**config.mk**
```make
export PLATFORM = sky130hd
export DESIGN_NAME = mem_8_arbiter
export DESIGN_NICKNAME = d
export VERILOG_FILES = /design/src/rtl/mem_8_arb_pkg.sv /design/src/rtl/byte_ram_1p.sv /design/src/rtl/mem_8_arbiter.sv
export SDC_FILE = /design/constraint.sdc
export NUM_CORES = 1
export LEC_CHECK = 0
export CAP_MARGIN = 20
export CORE_ASPECT_RATIO = 1.25
export CORE_MARGIN = 4
export CORE_UTILIZATION = 45
export DETAILED_ROUTE_END_ITERATION = 12
export PLACE_DENSITY = 0.63
export SLEW_MARGIN = 20
export SYNTH_ARGS = -nofsm -noshare
export SYNTH_HDL_FRONTEND = slang
export SYNTH_HIERARCHICAL = 1
export SYNTH_SLANG_ARGS = --single-unit
export TNS_END_PERCENT = 1
```
**constraint.sdc**
```tcl
create_clock -name bus_clk -period 5.75 [get_ports bus_clk]
set_input_delay 1.15 -clock bus_clk [delete_from_list [all_inputs] [get_ports bus_clk]]
set_output_delay 1.15 -clock bus_clk [all_outputs]
set_load 0.03 [all_outputs]
```
**src/rtl/mem_8_arb_pkg.sv**
```systemverilog
// Shared types and defaults for the xillybus mem_8 RAM arbiter.
package mem_8_arb_pkg;

  typedef enum logic {
    HOST_OPEN = 1'b0,
    INT_OWN   = 1'b1
  } owner_e;

  localparam int DEF_MAX_BURST    = 8;
  localparam int DEF_HOST_QUANTUM = 4;

endpackage

```
**src/rtl/byte_ram_1p.sv**
```systemverilog
// Single-port synchronous RAM, read-before-write, contents not reset.
module byte_ram_1p #(
  parameter int ADDR_W = 5,
  parameter int DATA_W = 8
) (
  input  logic              bus_clk,
  input  logic              en,
  input  logic              we,
  input  logic [ADDR_W-1:0] addr,
  input  logic [DATA_W-1:0] wdata,
  output logic [DATA_W-1:0] rdata
);

  logic [DATA_W-1:0] mem [2**ADDR_W];

  always_ff @(posedge bus_clk) begin
    if (en) begin
      rdata <= mem[addr];
      if (we) mem[addr] <= wdata;
    end
  end

endmodule

```
**src/rtl/mem_8_arbiter.sv**
```systemverilog
// Shares the mem_8 demo RAM between the xillybus host port and a burst-capped
// internal requester; the host is stalled through empty/full while the requester owns it.
module mem_8_arbiter
  import mem_8_arb_pkg::*;
#(
  parameter int ADDR_W       = 5,
  parameter int DATA_W       = 8,
  parameter int MAX_BURST    = DEF_MAX_BURST,
  parameter int HOST_QUANTUM = DEF_HOST_QUANTUM
) (
  input  logic              bus_clk,
  input  logic              srst,
  input  logic              host_rden,
  output logic              host_empty,
  output logic [DATA_W-1:0] host_rdata,
  input  logic              host_wren,
  output logic              host_full,
  input  logic [DATA_W-1:0] host_wdata,
  input  logic [ADDR_W-1:0] host_addr,
  input  logic              int_req,
  input  logic              int_we,
  input  logic [ADDR_W-1:0] int_addr,
  input  logic [DATA_W-1:0] int_wdata,
  input  logic              int_last,
  output logic              int_gnt,
  output logic              int_rvalid,
  output logic [DATA_W-1:0] int_rdata
);

  localparam int HC_W = $clog2(HOST_QUANTUM + 1);
  localparam int BC_W = $clog2(MAX_BURST + 1);
  localparam logic [HC_W-1:0] HQ = HC_W'(HOST_QUANTUM);
  localparam logic [BC_W-1:0] MB = BC_W'(MAX_BURST);

  owner_e            state, state_nxt;
  logic [HC_W-1:0]   host_cnt, host_cnt_nxt;
  logic [BC_W-1:0]   burst_cnt, burst_cnt_nxt, burst_inc;
  logic              host_acc;
  logic              ram_en, ram_we;
  logic [ADDR_W-1:0] ram_addr;
  logic [DATA_W-1:0] ram_wdata, ram_q;
  logic              rd_host_p0, rd_host_p1;
  logic              vld_p0, vld_p1;
  logic [DATA_W-1:0] host_hold_p1, int_hold_p1;

  assign host_acc  = host_rden | host_wren;
  assign burst_inc = burst_cnt + BC_W'(1);

  // Stage p0: ownership decision and RAM port mux
  always_comb begin
    state_nxt     = state;
    host_cnt_nxt  = host_cnt;
    burst_cnt_nxt = burst_cnt;
    ram_en        = 1'b0;
    ram_we        = 1'b0;
    ram_addr      = host_addr;
    ram_wdata     = host_wdata;
    rd_host_p0    = 1'b0;
    vld_p0        = 1'b0;
    unique case (state)
      HOST_OPEN: begin
        ram_en     = host_acc;
        ram_we     = host_wren;
        rd_host_p0 = host_rden;
        if (host_acc && (host_cnt != HQ)) host_cnt_nxt = host_cnt + HC_W'(1);
        // The host access of the deciding cycle still completes.
        if (int_req && (!host_acc || (host_cnt == HQ))) begin
          state_nxt     = INT_OWN;
          burst_cnt_nxt = '0;
        end
      end
      INT_OWN: begin
        ram_addr  = int_addr;
        ram_wdata = int_wdata;
        if (int_req) begin
          ram_en        = 1'b1;
          ram_we        = int_we;
          vld_p0        = !int_we;
          burst_cnt_nxt = burst_inc;
          if (int_last || (burst_inc == MB)) begin
            state_nxt    = HOST_OPEN;
            host_cnt_nxt = '0;
          end
        end else begin
          state_nxt    = HOST_OPEN;
          host_cnt_nxt = '0;
        end
      end
      default: state_nxt = HOST_OPEN;
    endcase
    if (srst) ram_en = 1'b0;
  end

  byte_ram_1p #(
    .ADDR_W (ADDR_W),
    .DATA_W (DATA_W)
  ) u_ram (
    .bus_clk (bus_clk),
    .en      (ram_en),
    .we      (ram_we),
    .addr    (ram_addr),
    .wdata   (ram_wdata),
    .rdata   (ram_q)
  );

  // Stage p1: owner/read tag follows the RAM's 1-cycle read latency
  always_ff @(posedge bus_clk) begin
    if (srst) begin
      state        <= HOST_OPEN;
      host_cnt     <= '0;
      burst_cnt    <= '0;
      rd_host_p1   <= 1'b0;
      vld_p1       <= 1'b0;
      host_hold_p1 <= '0;
      int_hold_p1  <= '0;
    end else begin
      state        <= state_nxt;
      host_cnt     <= host_cnt_nxt;
      burst_cnt    <= burst_cnt_nxt;
      rd_host_p1   <= rd_host_p0;
      vld_p1       <= vld_p0;
      host_hold_p1 <= host_rdata;
      int_hold_p1  <= int_rdata;
    end
  end

  assign int_gnt    = (state == INT_OWN);
  assign host_empty = (state == INT_OWN);
  assign host_full  = (state == INT_OWN);
  assign int_rvalid = vld_p1;
  assign host_rdata = rd_host_p1 ? ram_q : host_hold_p1;
  assign int_rdata  = vld_p1 ? ram_q : int_hold_p1;

endmodule
```
Yosys cells after proc, flatten, opt, wreduce, memory -nomap -nowiden --
Memory sizes are Yosys's and may differ from the RTL's. A register that Yosys moved wholly into a read port is not among the register bits. Cells that the tools add are included.
Cells by class: $add $sub $neg 2, eq/ne operators 7, multiplexer cells 23, bitwise gates (word level) 3, reduce and logical (&&, ||, !) cells 10
Operators by type and width (count):
- 2-to-1 mux 8 bit | 3
- 2-to-1 mux 1 bit | 9
- 2-to-1 mux 3 bit | 3
- 2-to-1 mux 4 bit | 2
- case mux 4 bit (2 select lines) | 1
- inequality test 2 bit (second input constant) | 3
- case mux 1 bit (2 select lines) | 3
- case mux 3 bit (2 select lines) | 1
- 2-to-1 mux 5 bit | 1
- adder 4 x 1 -> 4 bit (second input constant) | 1
- equality test 4 bit (second input constant) | 1
- AND reduction 2 bit | 2
- adder 3 x 1 -> 3 bit (second input constant) | 1
- equality test 3 bit (second input constant) | 1
- inequality test 3 x 2 -> 1 bit (second input constant) | 1
- inequality test 3 bit (second input constant) | 1
- OR reduction 3 bit | 1
- logical AND 1 bit | 2
- zero test 1 bit | 2
- logical OR 1 bit | 2
- inverter 1 bit | 2
- OR reduction 2 bit | 1
- bitwise OR 1 bit | 1
Word-level totals: register bits after elaboration 26, RAM bits 256, output and inout port bits 20, memories kept 1
Memories:
- u_ram.mem | words 32, width 8, rd ports 1, clocked after Yosys merged registers in 1, write ports 1, line byte_ram_1p.sv:14 | logic [DATA_W-1:0] mem [2**ADDR_W];

Logic depth before layout (Yosys ltp) --
Gate-level depths: netlist (run 1).
depth in word-level cells 6, depth in mapped cells 10, mapped depth without buffers 6

Cells and area by module --
The synthesis (run 1) kept the hierarchy.
Modules (own cells, without submodules):
- byte_ram_1p | instances 1, cells an instance 578, area each 10291.1 um^2
- mem_8_arbiter | instances 1, cells an instance 133, area each 1331.3 um^2

Least setup slack after synthesis (run 1) --
Ideal clock, no wire load.
path type in2reg, start input srst, end memory u_ram.mem[24][0] (enable), setup time 0.383 ns, data arrival time 3.282 ns, path slack 2.085 ns, stages 7, buffers on the path 3, path through clkbuf_1 -> buf_2 -> a21oi_1 -> nand2_1 -> or3_1 -> clkbuf_1 -> nor3_1
On the way: longest elaborated chain between the ends 3
Ends and longest elaborated chain:
- start, declared | line mem_8_arbiter.sv:12 | input logic srst,
- 2-to-1 mux 1 bit | line mem_8_arbiter.sv:91 | if (srst) ram_en = 1'b0;
- net ram_en | line mem_8_arbiter.sv:39 | logic ram_en, ram_we;
- 2-to-1 mux 1 bit | line byte_ram_1p.sv:17 | if (en) begin
- 2-to-1 mux 1 bit (implied by the code) | line byte_ram_1p.sv:19 | if (we) mem[addr] <= wdata;
- end, declared | line byte_ram_1p.sv:14
The timed path passes the listed nets, and every way through them passes these cells.

Final worst setup path (run 1) --
start input int_addr[1], end register u_ram.rdata[3], read port of u_ram.mem (data pin)
On the way: longest elaborated chain between the ends 1
Ends and longest elaborated chain:
- start, declared | line mem_8_arbiter.sv:22 | input logic [ADDR_W-1:0] int_addr,
- 2-to-1 mux 5 bit | line mem_8_arbiter.sv:60 | unique case (state)
- net ram_addr[1] | line mem_8_arbiter.sv:40 | logic [ADDR_W-1:0] ram_addr;
- end, declared | line byte_ram_1p.sv:11 | output logic [DATA_W-1:0] rdata
The timed path passes the listed nets, and every way through them passes these cells. A chain may end at the register's enable or synchronous reset.

==> impl_metrics.py, run 1 <==
metrics = {
    "sta": {
        "report.final.slew_viol_count": 0,
        "min_period_ns": 4.094,
        "setup_ws_ns": 1.656,
        "fmax_mhz": 244.3,
        "hold_viol": 0,
        "min_period_over_period": 0.7119,
        "setup_violations": 0,
        "skew_ns": 0.02004,
        "worst_pin_slew_ns": 0.9613,
        "fin_tns_setup_ns": 0,
        "rsz0062_at_grt": "false",
        "slew_headroom": 0.3591,
    },
    "cells_and_area": {
        "fillerInstances": 2066,
        "regArea_um2": 8448,
        "drive_above_1_share": 0.1051,
        "instances_no_fill": 1115,
        "finalNetCount": 794,
        "multi_input_area_um2": 2942,
        "area_delta_synth_final_pct": 14.82,
        "diodes": 0,
    },
    "critical_path": {
        "rrSetupSlack_ns": 2.09,
        "r2r-start": "host_empty",
        "crit_path_start_kind": "input pin",
        "critPathMaxFanout": 92,
        "regToRegEndpoint": "u_ram/rdata[3]",
        "critPathArrivalTime_ns": 4.35,
        "reg2reg_depth": 7,
        "crit_type": "in -> reg",
        "crit_path_end_kind": "register",
        "worst_ep_required_time_ns": 6.01,
    },
    "clock_tree": {
        "cts_buffers": 29,
        "clk_latency_ns": 0.55,
        "cts_setup_buffers": 0,
        "ctsResizeCount": 0,
        "cts-root-buf": "clkbuf_16",
        "clockBufferDepth": 3,
        "clock_sinks": 290,
        "cts_tree": "built",
        "path_clk_slew_ns": 0.06,
        "cts_hold_buffers": 0,
        "cts_max_level": 1,
    },
    "logic_synthesis": {
        "synth_flop_cell": "edfxtp_1",
        "synth_commonest_cells": "edfxtp_1, mux2i_1, o22ai_1",
        "async_flop_share": 0,
        "synth-simple-area-share": 0.06179,
        "synth_edf_count": 264,
        "postSynthCellCount": 711,
        "syn_area_um2": 11620,
        "seq_area_frac_synth": 0.7269,
        "yosysMostFrequentCell": "edfxtp_1",
        "yosys.area_share.adder": 0.003230,
        "ys_types": 46,
        "yosys.area_share.xor_xnor": 0,
        "synth_top_family_by_area": "multiplexers",
        "muxShareOfSynthArea": 0.1409,
        "synth_compound_area_frac": 0.04586,
        "synth_seq_cells": 290,
        "synthTopCellsByArea": "edfxtp_1, mux2i_1, dfxtp_1",
        "ys_warn_count": 6,
        "yosysTopAreaCell": "edfxtp_1",
        "netlist.area_leader.share": 0.6821,
        "syn_area_per_cell_um2": 16.35,
        "synth_nets": 747,
    },
    "routing": {
        "drc": 0,
        "dr_wl_met3_mm": 1.760,
        "wl_met2_mm": 12.77,
        "routed_wl_mm": 27.13,
        "vias_per_cell": 5.828,
        "detail_route.wl_per_cell_um": 24.33,
        "drt_iter0_markers": 559,
        "highest_layer": "met5",
        "num_vias": 6498,
        "wl_met1_mm": 11.24,
        "firstDrtPassIters": 5,
        "antenna_left": 0,
    },
    "power": {
        "power_density_nw_per_um2": 336.2,
        "p_total_mw": 4.486,
        "p_leak_nw": 4.578,
        "ir_drop_mv": 0.2285,
    },
    "die": {
        "rows": 65,
        "die_height_um": 187.7,
        "core_um2": 25370,
        "die-area_um2": 28480,
        "ioPinCount": 53,
        "fp.dieW_um": 151.7,
        "initial_core_util": 0.4580,
    },
    "global_routing": {
        "grt_max_degree": 93,
        "grt_overflow": 0,
        "grt_antenna_before_repair": 1,
        "grt_pass1_wl_mm": 40.15,
        "grt_pass1_vias": 6499,
        "gr-usage-all-layers": 0.1883,
    },
    "min_path": {
        "hold_path_class": "reg -> reg",
        "whs_path_depth": 2,
        "hold_path_end": "host_cnt[1]",
        "min-delay-start": "host_cnt[1]",
    },
    "placement": {
        "port_buffers": 52,
        "hpwlAfterDp_mm": 17.28,
        "place_congestion": 0.8293,
        "pre_cts_ws_ns": 1.117,
        "placed_cells": 1062,
    },
    "run_status": {
        "status": "finished, final reports clean",
    },
    "job": {
        "drv_cap": 0,
    },
}
-- kinds of logic (layout without fill, tap and decap cells) --
| family | count (synthesis) | count (layout) |
|---|---|---|
| DFF | 290 | 290 |
| buffers and inverters | 50 | 119 |
| AOI/OAI and AO/OA | 82 | 82 |
| muxes | 160 | 160 |
| and+or+nand+nor | 126 | 126 |
| adders and majority gates | 3 | 3 |
-- metrics by stage --
| stage | instance area [um2] | hold slack (ns) | utilization |
|---|---|---|---|
| 2_1_floorplan | 11620 | 0.4657 | - |
| 3_3_place_gp | 12420 | 0.4759 | 0.4893 |
| 3_5_place_dp | 12420 | 0.4899 | 0.4893 |
| 4_1_cts | 13350 | 0.4982 | 0.5259 |
| 5_1_grt | 13350 | 0.5225 | 0.5259 |
| 6_report | 13350 | 0.4939 | 0.5259 |
-- sequential cells by signal, indices dropped and copies added (netlist names) --
signal and count:
burst_cnt 4, host_cnt 3, host_empty 1, host_hold_p1 8, int_hold_p1 8, int_rvalid 1, rd_host_p1 1, u_ram/mem 256
u_ram/rdata 8
-- final cells by class --
cell class / instances / share of cell area
Multi-Input combinational cell: 371 / 0.2204
Clock buffer: 46 / 0.06141
Inverter: 5 / 0.001406
Sequential cell: 290 / 0.6330
Tap cell: 335 / 0.03141
Clock inverter: 7 / 0.008251
Timing Repair Buffer: 61 / 0.04407
-- power breakdown --
group	switching (mW)	total [mW]	leakage, nW	internal (mW)
registers	0.0164	2.35	2.59	2.33
clock network	0.726	1.83	0.447	1.10
logic	0.192	0.306	1.54	0.114
total	0.934	4.49	4.58	3.55
-- worst max-delay path: stages --
cell and delay (ns):
clkdlybuf4s50_1 0.48, mux2_8 0.73, buf_4 0.69, mux2i_1 0.31, o22ai_1 0.15, nor4_1 0.57
nand2_1 0.13
-- layout by cell type (no fill, tap or decap), drive strengths merged, types with 2 or more instances in the layout --
master,n
nand2,17
nand4,3
nand3b,2
or3b,2
o22ai,64
buf,9
bufinv,3
ha,3
nor3,5
a21oi,4
nor2b,16
or3,2
nand4bb,5
a31oi,2
clkinv,3
dfxtp,26
nand4b,5
inv,6
or4b,4
mux2i,131
nand2b,2
o21ai,5
clkbuf,46
edfxtp,264
nor2,39
mux2,29
clkdlybuf4s50,52
nor4,16
nand3,2
-- layer usage --
metal / track usage / vias up
met2: 0.3000 / 243
met3: 0.02876 / 67
met4: 0.08506 / 2
met1: 0.2554 / 3294
met5: 0 / -
li1: - / 2892
-- how the worst max path moves through the flow --
stage,from,to,slack (ns),cells past startpoint
after floorplan,srst,u_ram/mem[24][0],2.08,7
after global placement,int_addr[1],u_ram/rdata[3],1.13,7
after detailed placement,int_addr[1],u_ram/rdata[3],1.12,7
after global routing,int_addr[1],u_ram/rdata[3],1.46,7
final,int_addr[1],u_ram/rdata[3],1.66,7
after CTS,int_addr[1],u_ram/rdata[3],1.68,7
Power figures use the tool's default switching activity.
==> run 2: changes to the inputs <==
Clock period 5.75 ns to 4.15 ns, I/O delays scaled along.
==> run 2 against run 1 <==
Compared with the run above: die area is the same; sequential power grew 38%; non-clock buffer count grew 11; design area grew 0.73%; cell count grew 0.90%; combinational power grew 40%; critical path depth shrank 2; flip-flop and latch count is the same; utilization grew 0.38 points; clock-buffer cell count shrank 15; largest power group unchanged.
==> impl_metrics.py, run 2 (synthesized netlist as in run 1, its figures left out) <==
metrics = {
    "sta": {
        "worst_pin_slew_ns": 0.8706,
        "rsz0062_at_grt": "false",
        "min_period_over_period": 0.7978,
        "skew_ns": 0.01066,
        "fmax_mhz": 302.0,
        "setup_violations": 0,
        "min_period_ns": 3.311,
        "hold_viol": 0,
        "slew_headroom": 0.4175,
        "fin_tns_setup_ns": 0,
        "report.final.slew_viol_count": 0,
    },
    "die": {
        "core_um2": 25370,
        "ioPinCount": 53,
        "die_height_um": 187.7,
        "die-area_um2": 28480,
        "rows": 65,
        "fp.dieW_um": 151.7,
        "initial_core_util": 0.4580,
    },
    "cells_and_area": {
        "area_delta_synth_final_pct": 15.66,
        "fin_util": 0.5298,
        "finalNetCount": 804,
        "final_common_cell": "edfxtp_1",
        "largest_reg_flops": 256,
        "diodes": 0,
        "final_cell_mix": "edfxtp_1, mux2i_1, o22ai_1",
        "fin_area_um2": 13440,
        "drive_above_1_share": 0.1278,
        "largest-register": "u_ram/mem",
    },
    "placement": {
        "place_congestion": 0.8245,
        "place_area_um2": 12520,
        "port_buffers": 52,
        "hpwlAfterDp_mm": 16.61,
    },
    "critical_path": {
        "crit_path_start_kind": "register",
        "critPathArrivalTime_ns": 3.57,
        "regToRegEndpoint": "u_ram/rdata[0]",
        "path_cells": "mux2_2 > or4b_1 > o22ai_1 > nor4_1 > nand2_1",
        "reg2reg_depth": 5,
        "critPathMaxFanout": 27,
        "r2r-start": "host_empty",
        "crit_type": "reg -> reg",
        "worst_ep_required_time_ns": 4.41,
        "crit_slowest_cell": "dfxtp_1",
        "critPathMaxStageDelay_ns": 0.78,
        "crit_path_end_kind": "register",
        "rrSetupSlack_ns": 0.84,
    },
    "clock_tree": {
        "clock_sinks": 290,
        "path_clk_slew_ns": 0.07,
        "cts_max_level": 1,
        "cts_tree": "built",
        "cts-root-buf": "clkbuf_16",
        "clockBufferDepth": 3,
        "ctsResizeCount": 0,
        "cts_hold_buffers": 0,
        "clk_latency_ns": 0.53,
        "cts_setup_buffers": 0,
        "cts_buffers": 28,
    },
    "power": {
        "ir_drop_mv": 0.3038,
        "p_total_mw": 6.170,
        "p_leak_nw": 4.652,
        "power_density_nw_per_um2": 459.0,
    },
    "min_path": {
        "whs_path_depth": 2,
        "hold_path_class": "reg -> reg",
        "hold_path_end": "host_cnt[2]",
        "min-delay-start": "host_cnt[2]",
    },
    "global_routing": {
        "grt_antenna_before_repair": 0,
        "grt_pass1_vias": 6473,
        "grt_pass1_wl_mm": 38.33,
        "gr-usage-all-layers": 0.1791,
        "grt_max_degree": 49,
        "grt_overflow": 0,
    },
    "routing": {
        "firstDrtPassIters": 7,
        "detail_route.wl_per_cell_um": 23.12,
        "antenna_left": 0,
        "drc": 0,
        "drt_iter0_markers": 420,
        "vias_per_cell": 5.715,
        "routed_wl_mm": 26.01,
        "num_vias": 6429,
    },
    "job": {
        "drv_cap": 0,
    },
    "run_status": {
        "status": "finished, final reports clean",
    },
}
run 2: critical path: cells and delay by family (launching register included):
kind            cells  cell delay [ns]
compound gates      1             0.25
flops               1             0.78
mux                 1             0.67
simple gates        3             1.30
run 2: cell type report:
cell class / instances / area [um2]
sequential: 290 / 8448
clock inverter: 21 / 186.4
timing repair buffer: 72 / 695.7
tap: 335 / 419.2
multi-input combinational: 371 / 2942
fill: 2051 / 11930
clock buffer: 31 / 733.2
inverter: 5 / 18.77
run 2: layer usage:
| layer | track usage | vias to the layer above | routed length, um |
|---|---|---|---|
| li1 | - | 2907 | - |
| met1 | 0.2248 | 3244 | 10170 |
| met2 | 0.3027 | 222 | 13060 |
| met3 | 0.03360 | 56 | 1635 |
| met4 | 0.07503 | 0 | 1140 |
| met5 | 0 | - | 0 |
run 2: worst max-delay path by stage:
| stage | start | cells past startpoint | slack [ns] | end |
|---|---|---|---|---|
| 6_report | host_empty | 5 | 0.84 | u_ram/rdata[0] |
| 5_1_grt | host_empty | 5 | 0.78 | u_ram/rdata[6] |
| 4_1_cts | host_empty | 6 | 0.95 | u_ram/rdata[7] |
| 3_5_place_dp | int_addr[1] | 7 | 0.59 | u_ram/rdata[7] |
| 3_3_place_gp | host_addr[1] | 7 | 0.62 | u_ram/rdata[7] |
| 2_1_floorplan | srst | 7 | 0.80 | u_ram/mem[24][0] |
run 2: stage by stage:
step | instances | hold WS [ns] | setup slack (ns)
2_1_floorplan | 711 | 0.4657 | 0.8047
3_3_place_gp | 1073 | 0.4801 | 0.6187
3_5_place_dp | 1073 | 0.4954 | 0.5922
4_1_cts | 1125 | 0.5083 | 0.9536
5_1_grt | 1125 | 0.5324 | 0.7776
6_report | 1125 | 0.5067 | 0.8391
run 2: report_power, final:
group | switching [mW] | leakage, nW | internal, mW | total, mW
clock | 1.03 | 0.455 | 1.46 | 2.49
combinational | 0.265 | 1.61 | 0.162 | 0.427
sequential | 0.0168 | 2.59 | 3.23 | 3.25
total | 1.32 | 4.65 | 4.85 | 6.17
==> run 3: changes to the inputs <==
Clock period 4.15 ns to 3.1 ns, I/O delays scaled along.
==> run 3 against run 2 <==
Compared with the run above: combinational power is 48% higher; power rose by 36%; worst hold slack gained 0.0037 ns; utilization rose by 1.7 points.
==> impl_metrics.py, run 3 (synthesized netlist as in run 1, its figures left out) <==
metrics = {
    "run_status": {
        "status": "finished, final reports clean",
    },
    "sta": {
        "min_period_ns": 2.913,
        "slew_headroom": 0.4570,
        "rsz0062_at_grt": "false",
        "setup_violations": 0,
        "min_period_over_period": 0.9397,
        "fmax_mhz": 343.3,
        "skew_ns": 0.01366,
        "report.final.slew_viol_count": 0,
        "hold_viol": 0,
        "worst_pin_slew_ns": 0.8145,
    },
    "die": {
        "core_um2": 25370,
        "die-area_um2": 28480,
        "rows": 65,
        "initial_core_util": 0.4580,
        "fp.dieW_um": 151.7,
        "ioPinCount": 53,
        "die_height_um": 187.7,
    },
    "cells_and_area": {
        "fin_util": 0.5466,
        "largest-register": "u_ram/mem",
        "drive_above_1_share": 0.1751,
        "fillerInstances": 2010,
        "finalNetCount": 851,
        "final_cell_mix": "edfxtp_1, mux2i_1, o22ai_1",
        "final_common_cell": "edfxtp_1",
        "diodes": 0,
        "regArea_um2": 8448,
        "area_delta_synth_final_pct": 19.35,
        "multi_input_area_um2": 2953,
        "largest_reg_flops": 256,
    },
    "clock_tree": {
        "clockBufferDepth": 3,
        "path_clk_slew_ns": 0.06,
        "cts_buffers": 27,
        "clk_latency_ns": 0.53,
        "cts_max_level": 1,
        "cts-root-buf": "clkbuf_16",
        "clock_sinks": 290,
        "cts_tree": "built",
        "cts_setup_buffers": 0,
    },
    "placement": {
        "port_buffers": 52,
        "hpwlAfterDp_mm": 18.79,
        "place_congestion": 0.8452,
    },
    "critical_path": {
        "crit_slowest_cell": "dfxtp_1",
        "crit_buf_inv": 2,
        "crit_type": "reg -> reg",
        "critPathMaxFanout": 14,
        "worst_path_most_repeated_cell": "buf_4",
        "critPathArrivalTime_ns": 3.18,
        "path_delay_family": "simple AND/OR/NAND/NOR gates",
        "path_cells": "mux2_2 > buf_4 > nand4b_1 > o22ai_1 > nor4_1 > buf_4 > nand2_1",
        "crit_path_end_kind": "register",
        "worst_ep_required_time_ns": 3.37,
        "crit_path_start_kind": "register",
        "critPathMaxStageDelay_ns": 0.59,
    },
    "routing": {
        "routed_wl_mm": 27.66,
        "drt_iter0_markers": 436,
        "num_vias": 6646,
        "vias_per_cell": 5.685,
        "antenna_left": 0,
        "drc": 0,
        "detail_route.wl_per_cell_um": 23.66,
        "firstDrtPassIters": 5,
    },
    "power": {
        "p_leak_nw": 4.908,
        "power_density_nw_per_um2": 603.8,
        "p_total_mw": 8.376,
        "ir_drop_mv": 0.3287,
    },
    "job": {
        "drv_cap": 0,
    },
    "global_routing": {
        "grt_pass1_vias": 6664,
        "grt_pass1_wl_mm": 41.53,
        "grt_antenna_before_repair": 0,
        "grt_max_degree": 33,
        "grt_overflow": 0,
        "gr-usage-all-layers": 0.1943,
    },
    "min_path": {
        "hold_path_class": "reg -> reg",
    },
}
run 3: cell count changes in the layout (fill, tap and decap cells not counted), moves of 3 or more:
cell	previous run	this run
clkinv_1	6	3
buf_12	2	7
buf_4	18	61
clkinv_2	8	2
clkbuf_1	2	6
run 3: repair_timing:
item,4_1_cts,5_1_grt
gates resized for setup,0,1
setup endpoints to repair,0,1
hold buffers,0,0
run 3: final cells by class:
| class | instances | share of cell area |
|---|---|---|
| sequential | 290 | 0.6091 |
| timing repair buffer | 120 | 0.08064 |
| tap | 335 | 0.03022 |
| clock buffer | 33 | 0.05033 |
| clock inverter | 15 | 0.01552 |
| multi-input combinational | 371 | 0.2129 |
| inverter | 5 | 0.001353 |
run 3: power by group:
group | switching [mW] | internal [mW]
sequential | 0.0250 | 4.33
clock | 1.37 | 2.02
combinational | 0.373 | 0.259
run 3: path summary, 6_finish.rpt:
check                            startpoint             end  slack [ns]  depth (start not counted)
worst max-delay path             host_empty  u_ram/rdata[5]        0.19                          7
worst min-delay path            host_cnt[1]     host_cnt[1]        0.51                          2
worst max register to register   host_empty  u_ram/rdata[5]        0.19                          7
worst min register to register  host_cnt[1]     host_cnt[1]        0.51                          2
run 3: metrics by stage:
| step | cells | setup WS, ns | hold slack (ns) | cell area, um2 | TNS (ns) |
|---|---|---|---|---|---|
| 2_1_floorplan | 711 | 0.06459 | 0.4657 | 11630 | 0 |
| 3_3_place_gp | 1121 | -0.2189 | 0.4744 | 12950 | -0.4050 |
| 3_5_place_dp | 1121 | -0.2428 | 0.5084 | 12950 | -0.5513 |
| 4_1_cts | 1169 | 0.1642 | 0.5193 | 13860 | 0 |
| 5_1_grt | 1169 | 0.03499 | 0.5457 | 13870 | 0 |
| 6_report | 1169 | 0.1870 | 0.5104 | 13870 | 0 |
run 3: worst register-to-register path, cell delays in order (launching register included):
cell	delay [ns]
dfxtp_1	0.59
mux2_2	0.51
buf_4	0.18
nand4b_1	0.40
o22ai_1	0.32
nor4_1	0.45
buf_4	0.18
nand2_1	0.04
run 3: metal layers:
metal  wire length (um)  GRT usage  part of all wire  up-vias
met5                  0          0                 0        -
met4               1103    0.07261             0.040        0
met3               1792    0.02780             0.065       58
met2              13840     0.3318              0.50      258
met1              10930     0.2508              0.40     3328
li1                   -          -                 -     3002
